### src/rtl/pc_unit_ras_if.sv
// Fetch-side bundle for pc_unit_ras: control/hint inputs in, fetch address and RAS status out.
interface pc_unit_ras_if #(
  parameter int XLEN      = 32,
  parameter int RAS_DEPTH = 4
);
  logic                           start_i;
  logic                           stall_i;
  logic                           redirect_i;
  logic [XLEN-1:0]                redirect_pc_i;
  logic                           trap_i;
  logic                           call_i;
  logic                           ret_i;
  logic [XLEN-1:0]                pc_o;
  logic                           pc_valid_o;
  logic [$clog2(RAS_DEPTH):0]     ras_count_o;
  logic                           ras_empty_o;
  logic                           ras_full_o;

  modport master (
    output start_i, stall_i, redirect_i, redirect_pc_i, trap_i, call_i, ret_i,
    input  pc_o, pc_valid_o, ras_count_o, ras_empty_o, ras_full_o
  );

  modport slave (
    input  start_i, stall_i, redirect_i, redirect_pc_i, trap_i, call_i, ret_i,
    output pc_o, pc_valid_o, ras_count_o, ras_empty_o, ras_full_o
  );
endinterface

### src/rtl/pc_unit_ras.sv
// IF-stage program counter with priority next-PC selection and a circular return-address stack.
module pc_unit_ras #(
  parameter int              XLEN      = 32,
  parameter logic [XLEN-1:0] RESET_PC  = 32'h0000_0000,
  parameter logic [XLEN-1:0] TRAP_VEC  = 32'h0000_0100,
  parameter int              STEP      = 4,
  parameter int              RAS_DEPTH = 4
) (
  input logic              clk_i,
  input logic              rst_n_i,
  pc_unit_ras_if.slave     bus
);
  localparam int PTR_W = $clog2(RAS_DEPTH);
  localparam int CNT_W = PTR_W + 1;

  logic [XLEN-1:0]  r_pc;
  logic             r_pc_valid;
  logic [PTR_W-1:0] r_ptr;    // next free slot; top of stack is r_ptr-1
  logic [CNT_W-1:0] r_count;
  logic [XLEN-1:0]  r_ras [RAS_DEPTH];

  logic [XLEN-1:0]  w_pc_seq;
  logic [XLEN-1:0]  w_redirect_pc;
  logic [PTR_W-1:0] w_top_idx;
  logic             w_flow;
  logic             w_pop;
  logic             w_push;
  logic             w_full;
  logic [PTR_W-1:0] w_waddr;

  assign w_pc_seq      = r_pc + XLEN'(STEP);
  assign w_redirect_pc = bus.redirect_pc_i & ~XLEN'(STEP - 1);
  assign w_top_idx     = r_ptr - PTR_W'(1);
  assign w_full        = (r_count == CNT_W'(RAS_DEPTH));

  // Normal flow: running and not overridden by trap, redirect or stall.
  assign w_flow  = bus.start_i & ~bus.trap_i & ~bus.redirect_i & ~bus.stall_i;
  assign w_pop   = w_flow & bus.ret_i & (r_count != '0);
  assign w_push  = w_flow & bus.call_i;
  // A call paired with a pop rewrites the popped slot instead of a new one.
  assign w_waddr = w_pop ? w_top_idx : r_ptr;

  always_ff @(posedge clk_i or negedge rst_n_i) begin
    if (!rst_n_i) begin
      r_pc       <= RESET_PC;
      r_pc_valid <= 1'b0;
      r_ptr      <= '0;
      r_count    <= '0;
    end else if (!bus.start_i) begin
      r_pc       <= RESET_PC;
      r_pc_valid <= 1'b0;
      r_ptr      <= '0;
      r_count    <= '0;
    end else begin
      r_pc_valid <= 1'b1;
      if (bus.trap_i) begin
        r_pc    <= TRAP_VEC;
        r_ptr   <= '0;
        r_count <= '0;
      end else if (bus.redirect_i) begin
        r_pc <= w_redirect_pc;
      end else if (bus.stall_i) begin
        r_pc <= r_pc;
      end else if (w_pop) begin
        r_pc <= r_ras[w_top_idx];
        if (!bus.call_i) begin
          r_ptr   <= w_top_idx;
          r_count <= r_count - CNT_W'(1);
        end
      end else begin
        r_pc <= w_pc_seq;
        if (w_push) begin
          r_ptr <= r_ptr + PTR_W'(1);
          if (!w_full) r_count <= r_count + CNT_W'(1);
        end
      end
    end
  end

  // NOTE: RAS storage has no reset; validity is tracked solely by r_count,
  // which keeps this a plain register file without a reset fan-out.
  always_ff @(posedge clk_i) begin
    if (w_push) r_ras[w_waddr] <= w_pc_seq;
  end

  assign bus.pc_o        = r_pc;
  assign bus.pc_valid_o  = r_pc_valid;
  assign bus.ras_count_o = r_count;
  assign bus.ras_empty_o = (r_count == '0);
  assign bus.ras_full_o  = w_full;
endmodule

### src/flat_wrapper.sv
// flat-port wrapper written by rule: the top's interface ports become plain ports
module pc_unit_ras_flat 
#(
  parameter int              XLEN      = 32,
  parameter logic [XLEN-1:0] RESET_PC  = 32'h0000_0000,
  parameter logic [XLEN-1:0] TRAP_VEC  = 32'h0000_0100,
  parameter int              STEP      = 4,
  parameter int              RAS_DEPTH = 4
)
  (clk_i, rst_n_i, bus_start_i, bus_stall_i, bus_redirect_i, bus_redirect_pc_i, bus_trap_i, bus_call_i, bus_ret_i, bus_pc_o, bus_pc_valid_o, bus_ras_count_o, bus_ras_empty_o, bus_ras_full_o);
  pc_unit_ras_if #(.XLEN(XLEN), .RAS_DEPTH(RAS_DEPTH)) bus_i ();
  input logic clk_i;
  input logic rst_n_i;
  input wire logic [$bits(bus_i.start_i)-1:0] bus_start_i;
  input wire logic [$bits(bus_i.stall_i)-1:0] bus_stall_i;
  input wire logic [$bits(bus_i.redirect_i)-1:0] bus_redirect_i;
  input wire logic [$bits(bus_i.redirect_pc_i)-1:0] bus_redirect_pc_i;
  input wire logic [$bits(bus_i.trap_i)-1:0] bus_trap_i;
  input wire logic [$bits(bus_i.call_i)-1:0] bus_call_i;
  input wire logic [$bits(bus_i.ret_i)-1:0] bus_ret_i;
  output wire logic [$bits(bus_i.pc_o)-1:0] bus_pc_o;
  output wire logic [$bits(bus_i.pc_valid_o)-1:0] bus_pc_valid_o;
  output wire logic [$bits(bus_i.ras_count_o)-1:0] bus_ras_count_o;
  output wire logic [$bits(bus_i.ras_empty_o)-1:0] bus_ras_empty_o;
  output wire logic [$bits(bus_i.ras_full_o)-1:0] bus_ras_full_o;
  assign bus_i.start_i = bus_start_i;
  assign bus_i.stall_i = bus_stall_i;
  assign bus_i.redirect_i = bus_redirect_i;
  assign bus_i.redirect_pc_i = bus_redirect_pc_i;
  assign bus_i.trap_i = bus_trap_i;
  assign bus_i.call_i = bus_call_i;
  assign bus_i.ret_i = bus_ret_i;
  assign bus_pc_o = bus_i.pc_o;
  assign bus_pc_valid_o = bus_i.pc_valid_o;
  assign bus_ras_count_o = bus_i.ras_count_o;
  assign bus_ras_empty_o = bus_i.ras_empty_o;
  assign bus_ras_full_o = bus_i.ras_full_o;
  pc_unit_ras #(.XLEN(XLEN), .RESET_PC(RESET_PC), .TRAP_VEC(TRAP_VEC), .STEP(STEP), .RAS_DEPTH(RAS_DEPTH)) u_core (.clk_i(clk_i), .rst_n_i(rst_n_i), .bus(bus_i));
endmodule
### config.mk
export PLATFORM = sky130hd
export DESIGN_NAME = pc_unit_ras_flat
export DESIGN_NICKNAME = d
export VERILOG_FILES = /design/src/rtl/pc_unit_ras_if.sv /design/src/rtl/pc_unit_ras.sv /design/src/flat_wrapper.sv
export SDC_FILE = /design/constraint.sdc
export NUM_CORES = 1
export LEC_CHECK = 0
export CORE_UTILIZATION = 56
export CTS_BUF_LIST = sky130_fd_sc_hd__clkbuf_2
export DETAILED_ROUTE_END_ITERATION = 8
export PLACE_DENSITY_LB_ADDON = 0.1
export SLEW_MARGIN = 25
export SYNTH_ARGS = -nofsm -noshare
export SYNTH_HDL_FRONTEND = slang
export SYNTH_SLANG_ARGS = --single-unit
### constraint.sdc
create_clock -name clk_i -period 6.05 [get_ports clk_i]
set_clock_uncertainty 0.15 [all_clocks]
set_input_delay 1.21 -clock clk_i [delete_from_list [all_inputs] [get_ports clk_i]]
set_output_delay 1.21 -clock clk_i [all_outputs]
set_load 0.05 [all_outputs]
==> out/qor.csv <==
stage;metric;value;unit
critical_path;cp-end-kind;flip-flop;
placed_design;place.detailed.hpwl;12460;µm
floorplan;core_area;13400;µm²
critical_path;criticalPathCategory;input pin to flip-flop;
grt;grt_max_degree;55;
cts;cts_max_level;4;
route;via_count;5399;
logic_synthesis;netlist_instances;568;
final_layout;multi_input_area;2779;µm²
logic_synthesis;yosysTopAreaCell;edfxtp_1;
cts;cts_root_buffer;clkbuf_2;
hold_path;hold_path_class;input pin to asynchronous set/reset pin;
outcome;status;complete, no violations;
critical_path;crit_chain;clkdlybuf4s50_1, nor4b_1, buf_4, nand2_1, nor3b_2, buf_12;
floorplan;io_pins;78;
cts;cts_resized;0;
floorplan;start_util;58.23;%
route;avgRoutedWirePerCell;23.74;µm
cts;cts_tree;done;
floorplan;rows;42;
cts;clock_path_buffers;2;
cts;hold_buffers;0;
route;firstDrtPassIters;6;
final_layout;seqCellArea;4796;µm²
final_layout;drive_gt1_share;14.53;%
power_and_ir_drop;pwr-share-comb;9.1;%
route;avgViaCountPerCell;6.505;
cts;cts.clk_slew.worst_paths;220;ps
logic_synthesis;syn-num-nets;610;
logic_synthesis;async_reset_ff_share;22.89;%
logic_synthesis;synth_top_area_share;49.26;%
cts;post_cts_buffers;0;
cts;numCtsBuffers;17;
final_layout;fillerInstances;999;
cts;cts_sinks;166;
sta;maxSlewViolCount;0;
placed_design;numPortBuffers;75;
critical_path;crit_required;6340;ps
final_layout;antennaDiodeCount;0;
grt;grt_util_all_layers;28.84;%
logic_synthesis;synth_warnings;0;
sta;tightest_slew;1126;ps
power_and_ir_drop;power_per_cell_area;216.6;nW/µm²
power_and_ir_drop;p_leak;2.942;nW
sta;tns;0;ps
critical_path;crit_fanout;24;
power_and_ir_drop;power.switching;0.4804;mW
final_layout;area_growth;14.43;%
logic_synthesis;synthTopCellsByArea;edfxtp_1, dfrtp_1, mux4_2;
critical_path;worstPathArrival;4040;ps
flow_run;cap_violations;0;
cts;clock_latency;740;ps
floorplan;die-area;14410;µm²
logic_synthesis;synth_enable_flop_cells;128;
critical_path;cp_slowest_cell;nor3b_2;
route;antenna_left;0;
route;drt_iter0_drc;536;
grt;antenna_found_initial;0;
sta;finalCriticalPeriod;3748;ps
final_layout;fin_nets;684;
power_and_ir_drop;switching_share;24.84;%
power_and_ir_drop;vdd_drop_max;266.6;µV
floorplan;fp.dieW;120.0;µm
power_and_ir_drop;seqPwrFrac;64.9;%
critical_path;slowest_delay;860;ps
placed_design;dp_slack;1619;ps
sta;period_share;61.95;%
sta;hold_ws;282.8;ps
sta;finalHoldViolCount;0;
logic_synthesis;synth_seq_cells;166;
sta;rsz0062_at_grt;false;
power_and_ir_drop;clkPwrFrac;26.0;%
sta;relSlewSlack;24.68;%
sta;setup_ws;2302;ps
logic_synthesis;synthesis.area;7802;µm²
logic_synthesis;ys_types;67;
floorplan;die_h;120.0;µm
sta;fmax;0.2668;GHz
grt;grt_pass1_vias;5406;
placed_design;gp_congestion;0.8077;
critical_path;critPathLaunchType;input pin;
grt;grt_pass1_wl;30190;µm
grt;grt-ovfl-total;0;
logic_synthesis;ys.flop_type;edfxtp_1;
power_and_ir_drop;intPower;1.454;mW
logic_synthesis;synth-seq-area-share;61.45;%
route;drc;0;
sta;setup_viol;0;
logic_synthesis;synth.avg_cell_area;13.74;µm²
route;wl;19710;µm
[Yosys cell counts (all sizes together) (12+ instances only)]
master  number
nand3       17
xnor2       26
nand4       14
nor3        12
nand2       40
dfrtp       38
edfxtp     128
mux4        32
o21ai       27
a21oi       30
nor2        40
clkbuf      25
[worst paths after layout]
kind,from,endpoint,slack [ps],cells after the start
setup / recovery,bus_start_i,u_core.r_ras[0][23]$_DFFE_PP_,2300,6
hold / removal,rst_n_i,u_core.bus.pc_o[26]$_DFFE_PN0P_,280,1
setup reg to reg,u_core.bus.pc_o[14]$_DFFE_PN0P_,u_core.bus.pc_o[31]$_DFFE_PN0P_,3100,5
hold reg to reg,u_core.bus.pc_o[0]$_DFFE_PN0P_,u_core.r_ras[3][0]$_DFFE_PP_,440,0
max in group asynchronous,rst_n_i,u_core.r_ptr[0]$_DFFE_PN0P_,5040,1
min in group clk_i,u_core.bus.pc_o[0]$_DFFE_PN0P_,u_core.r_ras[3][0]$_DFFE_PP_,440,0
[sequential cells by signal (all words and copies together) (netlist names)]
name	cells
u_core.r_ras	128
u_core.bus.ras_count_o	3
u_core.r_ptr	2
u_core.bus.pc_o	32
u_core.bus.pc_valid_o	1
[worst max-delay path, delay by kind of cell]
kind	cells	cell delay (ps)
buffers and inverters	3	1210
and+or+nand+nor	3	1580
[layout make-up]
type                    instances  share of cell area [%]
flip-flops and latches        166                   53.71
multi-input cells             355                   31.12
repair buffers                 91                   10.26
well taps                     176                   2.466
clock buffers                  23                   1.289
clock inverters                 8                  0.6867
inverters                      11                  0.4624
[cell families (layout without fill, tap and decap cells)]
| group | after synthesis | count (layout) | synth area share (%) |
|---|---|---|---|
| flip-flops | 166 | 166 | 61.45 |
| multiplexers | 44 | 44 | 10.79 |
| XOR/XNOR | 31 | 31 | 3.480 |
| buffers and inverters | 47 | 133 | 3.384 |
| AND/OR/NAND/NOR | 165 | 165 | 11.06 |
| AO/OA/AOI/OAI | 113 | 113 | 9.509 |
| adder cells (fa/ha/maj) | 2 | 2 | 0.3207 |
[stage by stage]
step | total power, mW | instance area [µm²] | util [%] | cells
5_1_grt | 1.993 | 8929 | 66.63 | 830
4_1_cts | 1.936 | 8926 | 66.61 | 830
2_1_floorplan | 1.376 | 7802 | - | 568
3_5_place_dp | 1.453 | 8750 | 65.29 | 799
6_report | 1.934 | 8929 | 66.63 | 830
3_3_place_gp | 1.449 | 8688 | 64.84 | 797
[power groups by stage]
| stage | clock network (mW) | logic, mW | registers [mW] |
|---|---|---|---|
| floorplan | 0 | 0.0742 | 1.30 |
| global placement | 0 | 0.170 | 1.28 |
| detailed placement | 0 | 0.174 | 1.28 |
| CTS | 0.506 | 0.175 | 1.26 |
| global route | 0.548 | 0.187 | 1.26 |
| finish | 0.503 | 0.176 | 1.26 |
[routing by layer]
metal | part of all wire [%] | vias up | track usage [%]
met3 | 8.5 | 44 | 6.939
li1 | - | 2357 | -
met1 | 41 | 2731 | 38.52
met4 | 2.2 | 0 | 11.09
met2 | 48 | 267 | 45.83
met5 | 0 | - | 0
[cell usage in the layout (no fill, tap or decap), drive strengths merged, types with 3 or more instances in the layout]
cell	n
edfxtp	128
nand2	40
a21oi	30
a21o	5
and3	7
a211oi	7
and4	5
a221oi	4
clkinv	6
clkbuf	23
inv	11
or3	7
nor4	6
o21ai	27
mux2i	11
o21a	3
nand2b	3
nand4	14
a31oi	4
nand3	17
o31ai	4
clkdlybuf4s50	73
and2	3
a311o	3
xor2	5
xnor2	26
buf	18
a211o	3
a2111oi	4
o31a	3
nor3	12
dfrtp	38
nor2	40
mux4	32
(Power assumes the default switching activity.)
